==> src/rtl/wr_ingress.sv <==
// Write-domain ingress of the async FIFO: a 2-entry skid buffer that feeds the
// full stage with wr_rq, drives the RAM write port and keeps write/stall statistics.
module wr_ingress #(
    parameter int WIDTH = 4,
    parameter int DEPTH = 8,
    parameter int CNT_W = 16,
    localparam int AW = $clog2(DEPTH)
) (
    input  logic             w_clk,
    input  logic             rst,
    input  logic             in_valid,
    output logic             in_ready,
    input  logic [WIDTH-1:0] in_data,
    output logic             wr_rq,
    input  logic             full,
    input  logic [AW-1:0]    waddr,
    output logic             mem_we,
    output logic [AW-1:0]    mem_waddr,
    output logic [WIDTH-1:0] mem_wdata,
    output logic [CNT_W-1:0] wr_cnt,
    output logic [CNT_W-1:0] stall_cnt,
    output logic             stalled
);

    typedef enum logic [1:0] {
        EMPTY = 2'd0,
        ONE   = 2'd1,
        TWO   = 2'd2
    } state_t;

    state_t             r_state;
    state_t             w_state_nxt;
    logic [WIDTH-1:0]   r_head;
    logic [WIDTH-1:0]   r_tail;
    logic [WIDTH-1:0]   w_head_nxt;
    logic [WIDTH-1:0]   w_tail_nxt;
    logic [CNT_W-1:0]   r_wr_cnt;
    logic [CNT_W-1:0]   r_stall_cnt;
    logic               r_stalled;

    logic               w_in_ready;
    logic               w_wr_rq;
    logic               w_commit;
    logic               w_accept;
    logic               w_stall;

    // Both handshakes are masked during reset so a buffered word is discarded
    // rather than written; in_ready never looks at full.
    assign w_in_ready = !rst && (r_state != TWO);
    assign w_wr_rq    = !rst && (r_state != EMPTY);
    assign w_commit   = w_wr_rq && !full;
    assign w_accept   = in_valid && w_in_ready;
    assign w_stall    = w_wr_rq && full;

    always_comb begin
        // NOTE: every always_comb output gets a default first so no path infers a latch.
        w_state_nxt = r_state;
        w_head_nxt  = r_head;
        w_tail_nxt  = r_tail;
        case (r_state)
            EMPTY: begin
                if (w_accept) begin
                    w_state_nxt = ONE;
                    w_head_nxt  = in_data;
                end
            end
            ONE: begin
                if (w_accept && w_commit) begin
                    w_head_nxt = in_data;
                end else if (w_accept) begin
                    w_state_nxt = TWO;
                    w_tail_nxt  = in_data;
                end else if (w_commit) begin
                    w_state_nxt = EMPTY;
                end
            end
            TWO: begin
                if (w_commit) begin
                    w_state_nxt = ONE;
                    w_head_nxt  = r_tail;
                end
            end
            default: w_state_nxt = EMPTY;
        endcase
    end

    always_ff @(posedge w_clk) begin
        // NOTE: state is updated with non-blocking assignments so every register
        // samples pre-edge values regardless of statement order.
        if (rst) begin
            r_state     <= EMPTY;
            r_head      <= '0;
            r_tail      <= '0;
            r_wr_cnt    <= '0;
            r_stall_cnt <= '0;
            r_stalled   <= 1'b0;
        end else begin
            r_state <= w_state_nxt;
            r_head  <= w_head_nxt;
            r_tail  <= w_tail_nxt;
            if (w_commit) begin
                r_wr_cnt <= r_wr_cnt + CNT_W'(1);
            end
            if (w_stall && (r_stall_cnt != '1)) begin
                r_stall_cnt <= r_stall_cnt + CNT_W'(1);
            end
            if (w_stall) begin
                r_stalled <= 1'b1;
            end
        end
    end

    assign in_ready  = w_in_ready;
    assign wr_rq     = w_wr_rq;
    assign mem_we    = w_commit;
    assign mem_waddr = waddr;
    assign mem_wdata = r_head;
    assign wr_cnt    = r_wr_cnt;
    assign stall_cnt = r_stall_cnt;
    assign stalled   = r_stalled;

endmodule

==> config.mk <==
export PLATFORM = sky130hd
export DESIGN_NAME = wr_ingress
export DESIGN_NICKNAME = d
export VERILOG_FILES = /design/src/rtl/wr_ingress.sv
export SDC_FILE = /design/constraint.sdc
export NUM_CORES = 1
export LEC_CHECK = 0
export BUFFER_PORTS_ARGS = -buffer_cell sky130_fd_sc_hd__buf_4
export CAP_MARGIN = 20
export CELL_PAD_IN_SITES_DETAIL_PLACEMENT = 1
export CELL_PAD_IN_SITES_GLOBAL_PLACEMENT = 1
export CORE_MARGIN = 10
export CORE_UTILIZATION = 40
export CTS_BUF_LIST = sky130_fd_sc_hd__clkbuf_4 sky130_fd_sc_hd__clkbuf_8
export DETAILED_ROUTE_END_ITERATION = 7
export PLACE_DENSITY = 0.79
export RECOVER_POWER = 50
export SLEW_MARGIN = 20
export SYNTH_ARGS = -nofsm -noshare
export SYNTH_HDL_FRONTEND = slang
export SYNTH_SLANG_ARGS = --single-unit
==> constraint.sdc <==
create_clock -name w_clk -period 2.6 [get_ports w_clk]
set_clock_uncertainty 0.1 [all_clocks]
set_input_delay 0.52 -clock w_clk [delete_from_list [all_inputs] [get_ports w_clk]]
set_output_delay 0.52 -clock w_clk [all_outputs]
set_load 0.02 [all_outputs]
Word-level counts from Yosys, hierarchy flattened. Index checks and enable logic that the tools add are counted.

Register bits: 43. Output and inout bits: 43. Logic and storage cells: 43.

$add $sub $neg: 2. Eq/ne operators: 9. Mux-type cells: 10. Bitwise operators: 1. Reductions and logical operators: 15.

Operators by type and width (count): adder 16 x 1 -> 16 bit (second input constant) (2); != test 16 bit (second input constant) (1); 2-to-1 mux 4 bit (3); one-hot mux 4 bit (3 select lines) (1); 2-to-1 mux 2 bit (5); != test 2 bit (second input constant) (5); AND reduction 4 bit (2); logical AND 1 bit (7); one-hot mux 2 bit (3 select lines) (1); != test 3 bit (second input constant) (1); AND reduction 3 bit (1); nonzero test 3 bit (1); equality test 2 x 1 -> 1 bit (second input constant) (1); equality test 2 bit (second input constant) (1); logical NOT 1 bit (2); logical NOT 2 bit (1); nonzero test 2 bit (1); inverter 1 bit (1).

Depth between registers and ports, before layout.
Word-level depth: 7. Mapped depth: 6.

Least setup slack after synthesis. OpenSTA, ideal clock, no wires.

Path kind: reg-to-reg. Start: register r_stall_cnt[0], in the netlist stall_cnt[0]. End: register r_stall_cnt[14], in the netlist stall_cnt[14]. Arrival: 2.024 ns. Setup slack: 0.356 ns. Stages on the path, launching flop included: 6. Path buffers: 0. Clock period less this slack: 2.244 ns. Path through: dfxtp_1 ha_1 nand4_1 or3_1 nor4_1 mux2_2.

Longest elaborated chain between the ends: 2. Elaborated cells between the ends (all ways): 3.

Ends and longest elaborated chain: start: declaration (line 38) `logic [CNT_W-1:0] r_stall_cnt;`; start signal: assignment (line 105) `r_stall_cnt <= r_stall_cnt + CNT_W'(1);`; branches (longest 2 deep; another with adder 16 x 1 -> 16 bit).

Parallel ways; which one is timed is not known. A chain may end at the register's enable or synchronous reset.

Final worst setup path.
Start: input rst. End: output in_ready.

Longest elaborated chain between the ends: 2.

Ends and longest elaborated chain: start: declaration (line 10) `input logic rst,`; logical NOT 1 bit (line 49) `assign w_in_ready = !rst && (r_state != TWO);`; logical AND 1 bit (line 49); end: declaration (line 12) `output logic in_ready,`.

No other way between the ends.

==> out/qor.txt <==
Slew at the pin with the worst max-slew slack = 1030 ps
Number of iterations in the first detailed-routing pass = 4
Type of destination of the critical path = primary output
Most frequent standard cell in the layout excluding fill and tap cells = sky130_fd_sc_hd__dfxtp_1
Area growth syn-to-layout = 18.0%
Start point of the critical path = rst
Final worst slack = 273 ps
Half-perimeter wire length after detailed placement = 4150 µm
Residual antenna-violating net count after detailed routing = 0
Number of antenna violations at the first check in global routing = 0
Req. time, crit path = 1980 ps
Root Buffer Master = sky130_fd_sc_hd__clkbuf_8
Synth Warn # = 0
Die outline area = 8700 µm²
Fraction of layout instances using a drive strength above 1 = 0.164
Aggregate routed wire length = 5660 µm
Insertion delay of the later-clocked pin in the worst-skew pair = 290 ps
DR DRC count = 0
Effective utilization at floorplan = 0.415
Launching element type of the critical path = input pin
TritonCTS clock tree = done
Row Count = 26
Arrival time at the worst endpoint = 1710 ps
Reg2Reg Depth = 5
Post-layout nets = 304
Core Region = 5170 µm²
P per Cell Area = 480 nW/µm²
Clk slew on worst S/H paths = 80 ps
Commonest cells after routing, fill and taps aside = sky130_fd_sc_hd__dfxtp_1, sky130_fd_sc_hd__clkbuf_1, sky130_fd_sc_hd__nor2_1, sky130_fd_sc_hd__buf_4
Post-CTS Setup Repair Bufs = 0
Post-synthesis net count = 257
Count of instances resized after the clock tree is built = 0
Total track usage = 0.133
Number of buffers created by CTS = 5
Worst voltage drop across the vdd grid = 268 µV
Number of fill cells in the layout = 632
Min-Delay Path Class = reg -> reg
Portion of the post-synthesis area used by sequential elements = 0.401
Max-slew violation total from the final report = 0
Maximum clock rate = 0.430 GHz
Average vias per placed instance = 5.44
Port bufs = 47
Unrepaired setup endpoints after global routing = false
GR Overflow Total = 0
Largest net degree at the start of global routing = 52
Buffer levels on the longest clock path = 2
Average footprint of a synthesized cell = 8.80 µm²
Count of final setup violators = 0
Global-route wire length before repair = 9730 µm
Ant. Diodes = 0
Minimum period implied by the final worst setup slack = 2330 ps
Final period util = 0.895
Kind of critical path = in -> out
Number of vias after detailed routing = 1,971
Launching point of the worst reg2reg path = stall_cnt[0]
Max-capacitance violation count = 0
Share of async-settable or async-resettable flops after synthesis = 0
Post-Synthesis Cells = 244
I/O pin total = 54
Cell Area, Synth = 2150 µm²
Post-route setup TNS = 0 ps
Register-to-register path setup slack = 340 ps
Total clock sinks = 43
Quantity of hold-fixing buffers added after cts = 0
Worst slack at placement = 343 ps
Post-synthesis register bit count = 43
Post-synth EDFFs = 0
Synth cell types = 42
Final-layout worst hold slack = 355 ps
Cell count after placement = 354
Maximum level of the CTS H-tree = 2
Crit path capture = in_ready
Vias in the first global route = 1,993
Worst slew margin relative to its limit = 0.316
Crit-path max FO = 51
Gpl congestion = 0.760
Height of the die = 93.3 µm
Prevailing post-synth register cell = sky130_fd_sc_hd__dfxtp_1
First-iteration detailed-routing DRC count = 114
Outcome = completed
Die width = 93.3 µm
Post-route core utilization = 0.490
Number of failing hold endpoints at the final stage = 0
Average wire per cell in the routed design = 15.6 µm
Cell Count, Final, Fillers Out = 362
Critical R2R Capture = stall_cnt[14]
Leakage dissipation = 0.000865 µW
state kept, by name (all words and copies together) (netlist names):
| name | cells |
|---|---|
| mem_wdata | 4 |
| r_state | 2 |
| r_tail | 4 |
| stall_cnt | 16 |
| stalled | 1 |
| wr_cnt | 16 |
kinds of logic (layout without fill, tap and decap cells):
| kind of cell | after synthesis | count (layout) | share of synthesized area |
|---|---|---|---|
| buffers and inverters | 22 | 70 | 0.0443 |
| XOR/XNOR | 7 | 7 | 0.0285 |
| adder cells (fa/ha/maj) | 2 | 2 | 0.0116 |
| AND/OR/NAND/NOR | 105 | 105 | 0.279 |
| flip-flops | 43 | 43 | 0.401 |
| AO/OA/AOI/OAI | 48 | 48 | 0.150 |
| multiplexers | 17 | 17 | 0.0862 |
synthesized netlist by cell type, types with 8 or more instances:
cell                       instances  share of area
sky130_fd_sc_hd__dfxtp_1          43           0.40
sky130_fd_sc_hd__nor2_1           21          0.037
sky130_fd_sc_hd__a21oi_1          14          0.033
sky130_fd_sc_hd__nand2_1          14          0.024
sky130_fd_sc_hd__mux2_2           12          0.063
sky130_fd_sc_hd__nand3_1          12          0.028
sky130_fd_sc_hd__nand4_1          12          0.035
sky130_fd_sc_hd__inv_1            10          0.017
sky130_fd_sc_hd__o21ai_0           9          0.021
sky130_fd_sc_hd__a211oi_1          8          0.028
power by group:
part	switching, µW	internal (µW)
logic	67.4	38.2
clock network	221	210
registers	10.5	670
total	299	918
through the flow:
stage	power (µW)	cell area [µm²]
finish	1220	2530
global route	1290	2530
CTS	1250	2660
detailed placement	814	2570
global placement	811	2570
floorplan	773	2150
metal layers:
metal / up-vias / routed length, µm / track usage / share of wire
met5: - / 0 / 0 / 0
met4: 0 / 52 / 0.0386 / 0.0092
met3: 5 / 330 / 0.0496 / 0.058
met2: 42 / 2600 / 0.205 / 0.46
met1: 922 / 2680 / 0.170 / 0.47
li1: 1002 / - / - / -
how the worst min path moves through the flow:
stage / endpoint / depth (start not counted) / slack, ps / start
floorplan: r_tail[0] / 2 / 360 / r_tail[0]
global placement: mem_wdata[3] / 2 / 350 / mem_wdata[3]
detailed placement: mem_wdata[2] / 2 / 350 / mem_wdata[2]
CTS: mem_wdata[2] / 2 / 370 / mem_wdata[2]
global route: r_tail[0] / 3 / 370 / in_data[0]
finish: mem_wdata[2] / 2 / 360 / mem_wdata[2]
final cells by class:
type | count | area (µm²) | share of cell area
multi-input cells | 179 | 1180 | 0.466
flip-flops and latches | 43 | 861 | 0.340
repair buffers | 52 | 279 | 0.110
well taps | 70 | 87.6 | 0.0346
clock buffers | 7 | 83.8 | 0.0331
inverters | 10 | 37.5 | 0.0148
clock inverters | 1 | 5.00 | 0.00197
worst max-delay path, stage by stage:
cell	delay (ps)
sky130_fd_sc_hd__clkbuf_4	110
sky130_fd_sc_hd__clkbuf_2	560
sky130_fd_sc_hd__a21oi_1	330
sky130_fd_sc_hd__buf_4	180
Power figures use the tool's default switching activity.
